===== src/rtl/preempt_context_switch.sv =====
// Reacts to preemption requests: waits for an instruction boundary, saves PC/ACC on a
// small LIFO, forces the reset instruction into the IR, and re-arms the preemption timer.
module preempt_context_switch #(
    parameter int                     DATA_WIDTH  = 16,
    parameter int                     PC_WIDTH    = 8,
    parameter int                     INSTR_WIDTH = 16,
    parameter logic [INSTR_WIDTH-1:0] RESET_INSTR = '0,
    parameter int                     CTX_DEPTH   = 4
) (
    input  logic                         clock,
    input  logic                         resetN,
    input  logic                         preemptSignal,
    input  logic                         instrDone,
    input  logic [PC_WIDTH-1:0]          pcIn,
    input  logic [DATA_WIDTH-1:0]        accIn,
    input  logic                         irAck,
    input  logic                         restoreReq,
    output logic                         irOverride,
    output logic [INSTR_WIDTH-1:0]       irOverrideInstr,
    output logic                         startCountSignal,
    output logic                         restoreValid,
    output logic [PC_WIDTH-1:0]          restorePc,
    output logic [DATA_WIDTH-1:0]        restoreAcc,
    output logic [$clog2(CTX_DEPTH):0]   ctxCount,
    output logic                         ctxError,
    output logic                         busy
);

    localparam int AW = $clog2(CTX_DEPTH);
    localparam int CW = AW + 1;
    localparam logic [CW-1:0] FULL_COUNT = CW'(CTX_DEPTH);

    typedef enum logic [1:0] {IDLE, WAIT_BOUNDARY, INJECT} state_t;

    state_t state, stateNext;

    logic preemptQ;
    logic pendingQ;
    logic pendingNext;
    logic request;
    logic doPush;
    logic doPop;
    logic pushFull;
    logic popEmpty;
    logic rearm;
    logic [AW-1:0] topIdx;

    logic [PC_WIDTH-1:0]   stackPc  [CTX_DEPTH];
    logic [DATA_WIDTH-1:0] stackAcc [CTX_DEPTH];

    assign request         = preemptSignal & ~preemptQ;
    assign topIdx          = ctxCount[AW-1:0] - AW'(1);
    assign irOverrideInstr = RESET_INSTR;

    always_ff @(posedge clock or negedge resetN) begin
        if (!resetN) begin
            state <= IDLE;
        end else begin
            state <= stateNext;
        end
    end

    // A preempt in IDLE always beats a simultaneous restore request.
    always_comb begin
        stateNext   = state;
        pendingNext = pendingQ;
        doPush      = 1'b0;
        doPop       = 1'b0;
        pushFull    = 1'b0;
        popEmpty    = 1'b0;
        rearm       = 1'b0;
        case (state)
            IDLE: begin
                if (request || pendingQ) begin
                    stateNext   = WAIT_BOUNDARY;
                    pendingNext = 1'b0;
                end else if (restoreReq) begin
                    if (ctxCount != '0) begin
                        doPop = 1'b1;
                    end else begin
                        popEmpty = 1'b1;
                    end
                end
            end
            WAIT_BOUNDARY: begin
                if (request) begin
                    pendingNext = 1'b1;
                end
                if (instrDone) begin
                    if (ctxCount < FULL_COUNT) begin
                        doPush    = 1'b1;
                        stateNext = INJECT;
                    end else begin
                        pushFull  = 1'b1;
                        rearm     = 1'b1;
                        stateNext = IDLE;
                    end
                end
            end
            INJECT: begin
                if (request) begin
                    pendingNext = 1'b1;
                end
                if (irAck) begin
                    rearm     = 1'b1;
                    stateNext = IDLE;
                end
            end
            default: stateNext = IDLE;
        endcase
    end

    always_ff @(posedge clock or negedge resetN) begin
        if (!resetN) begin
            preemptQ         <= 1'b0;
            pendingQ         <= 1'b0;
            ctxCount         <= '0;
            ctxError         <= 1'b0;
            irOverride       <= 1'b0;
            startCountSignal <= 1'b0;
            restoreValid     <= 1'b0;
            busy             <= 1'b0;
            restorePc        <= '0;
            restoreAcc       <= '0;
        end else begin
            preemptQ         <= preemptSignal;
            pendingQ         <= pendingNext;
            ctxError         <= ctxError | pushFull | popEmpty;
            irOverride       <= (stateNext == INJECT);
            busy             <= (stateNext != IDLE);
            startCountSignal <= rearm;
            restoreValid     <= doPop;
            if (doPush) begin
                ctxCount <= ctxCount + CW'(1);
            end else if (doPop) begin
                ctxCount <= ctxCount - CW'(1);
            end
            if (doPop) begin
                restorePc  <= stackPc[topIdx];
                restoreAcc <= stackAcc[topIdx];
            end
        end
    end

    // Stack storage carries no reset; occupancy alone defines which entries are live.
    always_ff @(posedge clock) begin
        if (doPush) begin
            stackPc[ctxCount[AW-1:0]]  <= pcIn;
            stackAcc[ctxCount[AW-1:0]] <= accIn;
        end
    end

endmodule


===== config.mk =====
export PLATFORM = sky130hd
export DESIGN_NAME = preempt_context_switch
export DESIGN_NICKNAME = d
export VERILOG_FILES = /design/src/rtl/preempt_context_switch.sv
export SDC_FILE = /design/constraint.sdc
export NUM_CORES = 1
export LEC_CHECK = 0
export BUFFER_PORTS_ARGS = -buffer_cell sky130_fd_sc_hd__buf_2
export CORE_MARGIN = 4
export CORE_UTILIZATION = 30
export DETAILED_ROUTE_END_ITERATION = 10
export SLEW_MARGIN = 20
export SYNTH_ARGS = -nofsm -noshare
export SYNTH_HDL_FRONTEND = slang
export SYNTH_SLANG_ARGS = --single-unit
export TNS_END_PERCENT = 100

===== constraint.sdc =====
create_clock -name clock -period 3.1 [get_ports clock]
set_clock_uncertainty 0.05 [all_clocks]
set_input_delay 0.62 -clock clock [delete_from_list [all_inputs] [get_ports clock]]
set_output_delay 0.62 -clock clock [all_outputs]
set_load 0.05 [all_outputs]

# After elaboration in Yosys (flattened, before gate mapping)
# Memory sizes are Yosys's and may differ from the RTL's. A register that Yosys moved wholly into a read port is not among the register bits.
# Cells that the tools add are included.
[op_classes] addsub=3 magnitude_cmp=1 eq_ne=5 n_mux=28 bitwise_logic=4 n_reduce_logical=10
[op_table] op="$mux W1" n=19
[op_table] op="$mux W2" n=4
[op_table] op="$mux W3" n=2
[op_table] op="$pmux W2 S3" n=1
[op_table] op="$reduce_bool A2 Y1" n=3
[op_table] op="$eq A2 B2 Y1 const B" n=2
[op_table] op="$pmux W1 S2" n=2
[op_table] op="$add A3 B1 Y3 const B" n=1
[op_table] op="$lt A3 B3 Y1 const B" n=1
[op_table] op="$reduce_and A3 Y1" n=1
[op_table] op="$reduce_bool A3 Y1" n=1
[op_table] op="$sub A3 B1 Y3 const B" n=1
[op_table] op="$eq A2 B1 Y1 const B" n=1
[op_table] op="$logic_not A1 Y1" n=2
[op_table] op="$logic_not A2 Y1" n=1
[op_table] op="$ne A2 B1 Y1 const B" n=1
[op_table] op="$ne A2 B2 Y1 const B" n=1
[op_table] op="$or A1 B1 Y1" n=2
[op_table] op="$reduce_or A2 Y1" n=1
[op_table] op="$sub A2 B1 Y2 const B" n=1
[op_table] op="$and A1 B1 Y1" n=1
[op_table] op="$logic_or A1 B1 Y1" n=1
[op_table] op="$not A1 Y1" n=1
[word_totals] reg_bits=12 ramBits=96 in_bits=30 output_inout_bits=48 wordCells=62 memories=2
[memory_table] memory="stackAcc" depth=4 width=16 rd=1 rd_ports_with_merged_regs=1 write_ports=1 line="49" text="logic [DATA_WIDTH-1:0] stackAcc [CTX_DEPTH];"
[memory_table] memory="stackPc" depth=4 width=8 rd=1 rd_ports_with_merged_regs=1 write_ports=1 line="48" text="logic [PC_WIDTH-1:0] stackPc [CTX_DEPTH];"

# Longest topological paths before layout
# Gate-level depths: netlist (run 1).
[depth] word_depth=7 mapped_depth=8 depth_no_buf=8

# Least setup slack after synthesis (run 1)
# OpenSTA, ideal clock, no wires.
[synth_timing] path_type="reg2reg" startpoint="register ctxCount[0]" endpoint="memory stackAcc[0][0], enable pin" setup_time_ns=0.408 t_arrival_ns=2.805 required_time_ns=2.642 setup_slack_ns=-0.162 path_stages_with_launch=7 path_buffers=2 synth_period_minus_slack_ns=3.262 cell_sequence="dfrtp_1 buf_6 buf_2 inv_1 ha_1 nor2b_1 nor2b_1"
[synth_via] elab_chain_len=6
[synth_lines] element="start: declaration" line="24" text="output logic [$clog2(CTX_DEPTH):0] ctxCount,"
[synth_lines] element="start signal: assignment" line="134" text="ctxCount <= ctxCount + CW'(1);"
[synth_lines] element="start signal: assignment" line="136" text="ctxCount <= ctxCount - CW'(1);"
[synth_lines] element="$lt A3 B3 Y1" line="90" text="if (ctxCount < FULL_COUNT) begin"
[synth_lines] element="$mux W1" line="90"
[synth_lines] element="$mux W1" line="89" text="if (instrDone) begin"
[synth_lines] element="$mux W1" line="72" text="case (state)"
[synth_lines] element="$mux W1" line="147" text="if (doPush) begin"
[synth_lines] element="$mux W1 (not written as such)" line="149" text="stackAcc[ctxCount[AW-1:0]] <= accIn;"
[synth_lines] element="end: declaration" line="49"
# Parallel ways exist; a longest one is shown, timed or not.

# Worst setup path after layout (run 1)
[layout_timing] startpoint="register ctxCount[1]" endpoint="memory stackPc[0][6], enable pin"
[layout_via] elab_chain_len=6
[layout_lines] element="$lt A3 B3 Y1" line="90"
[layout_lines] element="$mux W1" line="90"
[layout_lines] element="$mux W1" line="89"
[layout_lines] element="$mux W1" line="72"
[layout_lines] element="$mux W1" line="147"
[layout_lines] element="$mux W1 (not written as such)" line="148" text="stackPc[ctxCount[AW-1:0]] <= pcIn;"
[layout_lines] element="end: declaration" line="48"
# Parallel ways exist; a longest one is shown, timed or not.

==> results.md, run 1 <==
| Group | Quantity | Reported |
| --- | --- | --- |
| global route | First-pass GRT wire length | 15470 um |
| worst setup path | Reg-to-reg critical path startpoint | ctxCount[1] |
| clocking | Number of cells upsized or downsized after cts | 0 |
| die | Core ar. | 17300 um2 |
| logic synthesis | Total standard cell area after synthesis | 5281 um2 |
| placement | Worst slack after detailed placement | 0.7546 ns |
| placement | Placed Cells | 546 |
| placement | Routability Congestion | 0.6869 |
| finish | Final net count | 380 |
| pwr | Max IR drop VDD | 475.6 uV |
| detailed routing | Detailed-route vias per instance | 4.370 |
| worst setup path | Data required time of the worst path | 3.15 ns |
| logic synthesis | Part of the Yosys area used for sequential elements | 71.64% |
| clocking | Clock root buffer | sky130_fd_sc_hd__clkbuf_16 |
| detailed routing | Number of remaining DRC errors | 0 |
| global route | Number of antenna violations at the first check in global routing | 0 |
| placement | Total half-perimeter wirelength after legalization and detailed placement | 6358 um |
| timing | Endpoints failing hold | 0 |
| timing | Relative slew slack | 40.55% |
| clocking | Clock tree from TritonCTS | done |
| worst setup path | Critical path type | reg2reg |
| flow run | Maximum Capacitance Violations | 0 |
| logic synthesis | Gate count of the mapped netlist | 266 |
| logic synthesis | Post-synthesis sequential element count | 132 |
| worst setup path | CP max FO | 15 |
| timing | F_max | 0.4359 GHz |
| hold path | Tightest Hold Check Type | in2async |
| clocking | Clock Tree Buf Depth | 2 |
| clocking | Clock tree sinks | 132 |
| outcome | Result of the run | finished, final reports clean |
| finish | Multi-input gate area in the final layout | 1349 um2 |
| timing | Number of setup violations in the final report | 0 |
| logic synthesis | Avg Cell Area, Syn | 19.85 um2 |
| worst setup path | FF-to-FF setup slack | 0.81 ns |
| worst setup path | Worst setup EP type | register |
| finish | Count of inserted antenna diode cells | 0 |
| timing | Period utilization | 74.00% |
| logic synthesis | Synth warnings | 0 |
| detailed routing | Number of design-rule violations left by the first detailed-router iteration | 133 |
| pwr | Leakage power | 2.356 nW |
| clocking | Setup fix buffers added after clock tree synthesis | 0 |
| worst setup path | Data arrival time of the worst path | 2.35 ns |
| detailed routing | Wire per inst | 16.92 um |
| timing | Sum of negative setup slack | 0 ns |
| placement | Number of buffers added on ports | 61 |
| timing | Setup repair after global routing missed its margin | no |
| clocking | Hold-fix buffers, CTS | 0 |
| pwr | Power Dens Cells | 1040 nW/um2 |
| die | Starting Density | 30.53% |
| die | Vertical extent of the die | 140.7 um |
| finish | Share of post-route cells with drive strength above 1 | 43.34% |
| detailed routing | Total via count after detailed routing | 2526 |
| die | Top-Level Pins | 78 |
| clocking | CTS buffer count | 17 |
| global route | Maximum number of pins on one net before global-route repair | 37 |
| finish | Synthesis-to-finish area growth | 20.28% |
| logic synthesis | Count of unique library cells instantiated by Yosys | 40 |
| finish | Non-Filler Instances | 578 |
| detailed routing | Antenna viol nets, final | 0 |
| detailed routing | Final wirelength | 9782 um |
| global route | Leftover overflow at the end of global routing | 0 |
| clocking | Register clock-pin slew on the reported worst setup and hold paths | 0.05 ns |
| timing | Final worst path period need | 2.294 ns |
| clocking | H-Tree Depth | 4 |
| detailed routing | Iteration count of the initial detailed-routing pass | 5 |
| die | Area enclosed by the die boundary | 19790 um2 |
| timing | Max Slew Vio Count | 0 |
| finish | Filler instances | 1626 |
| clocking | Source-to-sink clock delay at the later pin of the worst-skew pair | 0.40 ns |
| worst setup path | Kind of launch point of the worst setup path | register |
| global route | Via count of the first global-routing pass | 2828 |
| timing | Slew at the pin closest to its max-slew limit | 0.8917 ns |
| global route | Total global routing track utilization | 10.42% |
| finish | Area of all sequential standard cells | 3785 um2 |
| timing | Worst setup slack after layout | 0.8061 ns |
| worst setup path | Worst reg2reg path depth | 5 |
| die | Row Count | 48 |
| die | Die extent in x | 140.7 um |
| worst setup path | R2r endpoint | stackPc[0][6] |
placed cells by master (no fill, tap or decap), types with 2 or more instances in the layout:
cell type,Yosys,final
sky130_fd_sc_hd__clkinvlp_4,0,4
sky130_fd_sc_hd__buf_4,16,4
sky130_fd_sc_hd__clkinv_2,0,2
sky130_fd_sc_hd__nor2b_1,6,5
sky130_fd_sc_hd__clkbuf_1,3,3
sky130_fd_sc_hd__ha_1,9,9
sky130_fd_sc_hd__a21oi_1,2,2
sky130_fd_sc_hd__mux2_2,16,16
sky130_fd_sc_hd__inv_1,7,7
sky130_fd_sc_hd__inv_6,0,2
sky130_fd_sc_hd__nor2_1,4,4
sky130_fd_sc_hd__and2_2,0,3
sky130_fd_sc_hd__nor2b_4,1,2
sky130_fd_sc_hd__clkinv_4,0,2
sky130_fd_sc_hd__edfxtp_1,96,96
sky130_fd_sc_hd__buf_2,2,61
sky130_fd_sc_hd__mux4_2,24,24
sky130_fd_sc_hd__dfrtp_1,36,35
sky130_fd_sc_hd__mux2_4,9,9
sky130_fd_sc_hd__clkbuf_16,0,17
sky130_fd_sc_hd__nand2_1,4,4
sky130_fd_sc_hd__conb_1,1,16
final cells by class:
| cell class | count | share of cell area (%) |
|---|---|---|
| flip-flops and latches | 132 | 59.58 |
| multi-input cells | 116 | 21.23 |
| repair buffers | 66 | 5.594 |
| clock inverters | 11 | 1.655 |
| inverters | 7 | 0.4136 |
| clock buffers | 21 | 7.091 |
| well taps | 225 | 4.432 |
Yosys cell counts (all sizes together):
cell type	count	area [um2]
a311o	1	10.01
o32ai	1	8.760
and2	4	25.02
nor2	4	15.01
o21a	1	7.510
o41ai	1	8.760
ha	9	112.6
o2111ai	1	8.760
buf	23	178.9
nor4bb	1	10.01
nor3	1	5.000
mux2	25	315.3
dfrtp	36	900.9
o22ai	1	6.260
nor2b	7	51.30
mux4	24	540.5
o21ai	1	5.000
or2b	1	8.760
a21boi	1	7.510
nand4	1	6.260
edfxtp	96	2883
inv	7	26.28
and3	1	6.260
and3b	1	8.760
conb	1	3.750
o311ai	1	8.760
a211o	1	8.760
fa	1	20.02
nand2	4	15.01
clkbuf	3	11.26
a21oi	2	10.01
xnor2	1	8.760
nor4	1	21.27
o211ai	1	7.510
o31a	1	10.01
how the worst max path moves through the flow:
stage | to | depth (start not counted) | startpoint | slack (ns)
after floorplan | restoreAcc[10] | 8 | ctxCount[0] | 0.17
after global placement | stackAcc[0][2] | 5 | ctxCount[1] | 0.86
after detailed placement | stackAcc[0][1] | 5 | ctxCount[1] | 0.75
after CTS | stackAcc[0][1] | 5 | ctxCount[1] | 0.75
after global routing | stackPc[0][6] | 5 | ctxCount[1] | 0.65
final | stackPc[0][6] | 5 | ctxCount[1] | 0.81
logic make-up (layout without fill, tap and decap cells):
family | count (synthesis) | after routing | share of synthesized area (%)
flops | 132 | 132 | 71.64
fa+ha+maj | 10 | 10 | 2.511
xor+xnor | 1 | 1 | 0.1659
simple gates | 26 | 26 | 3.269
compound gates | 14 | 14 | 2.038
buf+inv | 33 | 105 | 4.099
mux | 49 | 49 | 16.20
other cells | 1 | 16 | 0.07101
report_power, final:
group | switching (mW) | leakage (nW) | internal (mW)
logic | 1.50 | 0.806 | 0.961
clock network | 0.708 | 0.260 | 1.13
registers | 0.158 | 1.29 | 2.16
metal layers:
metal,track usage [%],wire (um),up-vias
met2,17.24,4946,71
met5,0,0,-
li1,-,-,1160
met1,12.81,4267,1287
met3,3.833,469,8
met4,3.162,99,0
sequential cells by signal (all words and copies together) (netlist names):
register	count
busy	1
restoreAcc	16
state	2
restoreValid	1
ctxCount	3
restorePc	8
pendingQ	1
preemptQ	1
ctxError	1
stackAcc	64
stackPc	32
startCountSignal	1
irOverride	1
critical path, cell delays in order, from the launching register on:
cell and delay (ns):
sky130_fd_sc_hd__dfrtp_1 0.46, sky130_fd_sc_hd__inv_1 0.12, sky130_fd_sc_hd__ha_1 0.17, sky130_fd_sc_hd__nor2b_1 0.35, sky130_fd_sc_hd__nor2b_4 0.55, sky130_fd_sc_hd__buf_4 0.29
stage by stage:
step | total power [mW] | cell area (um2) | hold slack (ns) | utilization [%]
2_1_floorplan | 4.265 | 5340 | 0.2744 | -
3_3_place_gp | 4.825 | 5797 | 0.4192 | 33.51
3_5_place_dp | 4.844 | 5797 | 0.4144 | 33.51
4_1_cts | 6.714 | 6352 | 0.2956 | 36.73
5_1_grt | 6.950 | 6352 | 0.2966 | 36.73
6_report | 6.608 | 6352 | 0.2966 | 36.73
Power figures use the tool's default switching activity.
==> run 2, diff against run 1 <==
clock period = 2 ns   (was 3.1 ns; I/O delays follow)
==> results.md, run 2 (synthesized netlist as in run 1, its figures left out) <==
| Group | Quantity | Reported | Delta |
| --- | --- | --- | --- |
| global route | Number of antenna violations at the first check in global routing | 0 | unchanged |
| global route | Maximum number of pins on one net before global-route repair | 29 | -22% |
| placement | Routability Congestion | 0.8146 | +19% |
| finish | Flip-flop count of the largest register, all copies and words added | 64 | unchanged |
| finish | Synthesis-to-finish area growth | 25.99% |  |
| timing | F_max | 0.5243 GHz | +20% |
| pwr | Logic gate share of total power | 37.4% | +0.2 points |
| finish | Count of inserted antenna diode cells | 0 | unchanged |
| worst setup path | Start point of the critical path | state[0] |  |
| placement | Total half-perimeter wirelength after legalization and detailed placement | 6548 um | +3.0% |
| die | Area enclosed by the die boundary | 19790 um2 | unchanged |
| worst setup path | Data arrival time of the worst path | 2.15 ns | -0.20 ns |
| pwr | Switching power of the nets | 3.745 mW | +59% |
| detailed routing | Antenna viol nets, final | 0 | unchanged |
| worst setup path | Cells along the critical path | inv_1 -> ha_1 -> nand2_1 -> o41ai_1 -> mux2_2 |  |
| global route | Met3 capacity usage during global routing | 5.156% | +1.3 points |
| finish | Share of post-route cells with drive strength above 1 | 47.27% | +3.9 points |
| die | Top-Level Pins | 78 | unchanged |
| finish | Leading cell types in the layout, fill and taps excluded | sky130_fd_sc_hd__edfxtp_1, sky130_fd_sc_hd__buf_2, sky130_fd_sc_hd__dfrtp_1 |  |
| finish | Multi-input gate area in the final layout | 1421 um2 | +5.4% |
| worst setup path | Critical path type | reg2reg |  |
| pwr | Share of power burned in registers | 33.2% | -1.8 points |
| die | Vertical extent of the die | 140.7 um | unchanged |
| clocking | H-Tree Depth | 4 | unchanged |
| detailed routing | Number of design-rule violations left by the first detailed-router iteration | 75 | -44% |
| detailed routing | Detailed-route vias per instance | 4.481 | +2.5% |
| flow run | Maximum Capacitance Violations | 0 | unchanged |
| die | Starting Density | 30.53% | unchanged |
| worst setup path | CP max FO | 5 | -10 |
| timing | Period utilization | 95.37% | +21 points |
| global route | Total global routing track utilization | 11.37% | +0.95 points |
| timing | Slew at the pin closest to its max-slew limit | 0.5962 ns | -0.2955 ns |
| hold path | Source of the worst hold timing path | preemptSignal |  |
| clocking | Source-to-sink clock delay at the later pin of the worst-skew pair | 0.41 ns | about the same |
| detailed routing | Wire per inst | 17.66 um | +4.3% |
| worst setup path | Slowest library cell on the worst path | sky130_fd_sc_hd__o41ai_1 |  |
| timing | Relative slew slack | 60.25% | +20 points |
| finish | Most common library cell in the layout ignoring fill and taps | sky130_fd_sc_hd__edfxtp_1 |  |
| global route | Via count of the first global-routing pass | 2916 | +3.1% |
| pwr | Switching Share | 34.37% | -1.4 points |
| clocking | Clock root buffer | sky130_fd_sc_hd__clkbuf_16 |  |
| clocking | CTS buffer count | 17 | unchanged |
| global route | Met2 usage | 17.99% | +0.76 points |
| placement | Number of buffers added on ports | 61 | unchanged |
| worst setup path | FF-to-FF setup slack | 0.09 ns | -0.71 ns |
| detailed routing | Total via count after detailed routing | 2648 | +4.8% |
| pwr | Leakage power | 2.518 nW | +6.9% |
| finish | Filler instances | 1600 | -1.6% |
| global route | Met1 layer usage reported by global route | 13.56% | +0.75 points |
| pwr | Internal power | 7.151 mW | +68% |
| worst setup path | Kind of launch point of the worst setup path | register |  |
| timing | Number of setup violations in the final report | 0 | unchanged |
| clocking | Clock tree sinks | 132 | unchanged |
| global route | Busiest layer in global routing | met2 |  |
| global route | First-pass GRT wire length | 16540 um | +6.9% |
| clocking | Clock tree from TritonCTS | done |  |
| clocking | Register clock-pin slew on the reported worst setup and hold paths | 0.06 ns | about the same |
| timing | Final worst path period need | 1.907 ns | -0.3865 ns |
| detailed routing | Final wirelength | 10440 um | +6.7% |
| pwr | Power Dens Cells | 1638 nW/um2 | +57% |
| timing | Max Slew Vio Count | 0 | unchanged |
| finish | Area of all sequential standard cells | 3785 um2 | unchanged |
| clocking | Clock Tree Buf Depth | 2 | unchanged |
| pwr | Tot Pwr | 10.90 mW | +65% |
| detailed routing | Number of remaining DRC errors | 0 | unchanged |
| worst setup path | Reg-to-reg critical path startpoint | state[0] |  |
| pwr | Clock group share of total power | 29.3% | +1.5 points |
| hold path | Tightest Hold Check Type | in2reg |  |
| die | Row Count | 48 | unchanged |
| pwr | Max IR drop VDD | 852.0 uV | +79% |
| global route | Leftover overflow at the end of global routing | 0 | unchanged |
| worst setup path | Largest stage delay, worst path | 0.45 ns | -0.10 ns |
| die | Die extent in x | 140.7 um | unchanged |
| die | Core ar. | 17300 um2 | unchanged |
| timing | Endpoints failing hold | 0 | unchanged |
| timing | Sum of negative setup slack | 0 ns | unchanged |
| detailed routing | Iteration count of the initial detailed-routing pass | 4 | -1 |
| worst setup path | Worst setup EP type | register |  |
| finish | Final net count | 393 | +3.4% |
| outcome | Result of the run | finished, final reports clean |  |
| worst setup path | Data required time of the worst path | 2.25 ns | -0.90 ns |
-- run 2: cell types whose count changed in the layout (fill, tap and decap cells not counted), sizes merged --
cell and change:
dlygate4sd3 +1, clkinvlp -2, clkbuf +2, bufinv +2, inv -2, buf +12
-- run 2: what timing repair did --
action	4_1_cts	5_1_grt
hold endpoints to repair	20	0
setup buffers	0	3
endpoints found under the setup margin	0	5
hold buffers	1	0
resized for setup	0	5
-- run 2: power groups by stage --
stage | clock network [mW] | logic [mW] | registers (mW)
2_1_floorplan | 0 | 2.17 | 4.69
3_3_place_gp | 0 | 4.06 | 3.67
3_5_place_dp | 0 | 4.11 | 3.67
4_1_cts | 3.27 | 4.13 | 3.62
5_1_grt | 3.41 | 4.37 | 3.68
6_report | 3.20 | 4.08 | 3.62
-- run 2: area by class of cell --
type	count	area share [%]
Clock buffer	23	7.484
Multi-Input combinational cell	116	21.36
Inverter	7	0.5077
Timing Repair Buffer	79	7.653
Tap cell	225	4.231
Sequential cell	132	56.88
Clock inverter	9	1.880
-- run 2: stage by stage --
step | setup WS (ns) | util [%] | std cells | area (um2) | hold slack [ns]
finish | 0.09263 | 38.47 | 591 | 6654 | 0.07154
global route | -0.02347 | 38.47 | 591 | 6654 | 0.05198
CTS | 0.001817 | 38.23 | 588 | 6613 | 0.04556
detailed placement | 0.01005 | 34.57 | 555 | 5979 | 0.3981
global placement | 0.1067 | 34.57 | 555 | 5979 | 0.3889
floorplan | -0.3791 | - | 281 | 5436 | 0.05441
-- run 2: critical path: cells and delay by family (launching register included) --
family | cells | cell delay, ns
adder cells (fa/ha/maj) | 1 | 0.18
flip-flops | 1 | 0.44
buffers and inverters | 1 | 0.12
AO/OA/AOI/OAI | 1 | 0.45
AND/OR/NAND/NOR | 1 | 0.14
multiplexers | 1 | 0.40
-- run 2: final timing paths --
check,endpoint,cells past startpoint
max,ctxCount[1],5
min,preemptQ,1
max reg2reg,ctxCount[1],5
min reg2reg,ctxError,1
max in group asynchronous,restorePc[4],3
min in group asynchronous,restorePc[6],2
-- run 2: per-layer routing --
layer / up-vias / wire [um]
li1: 1183 / -
met1: 1379 / 4418
met2: 72 / 5211
met3: 14 / 635
met4: 0 / 171
met5: - / 0
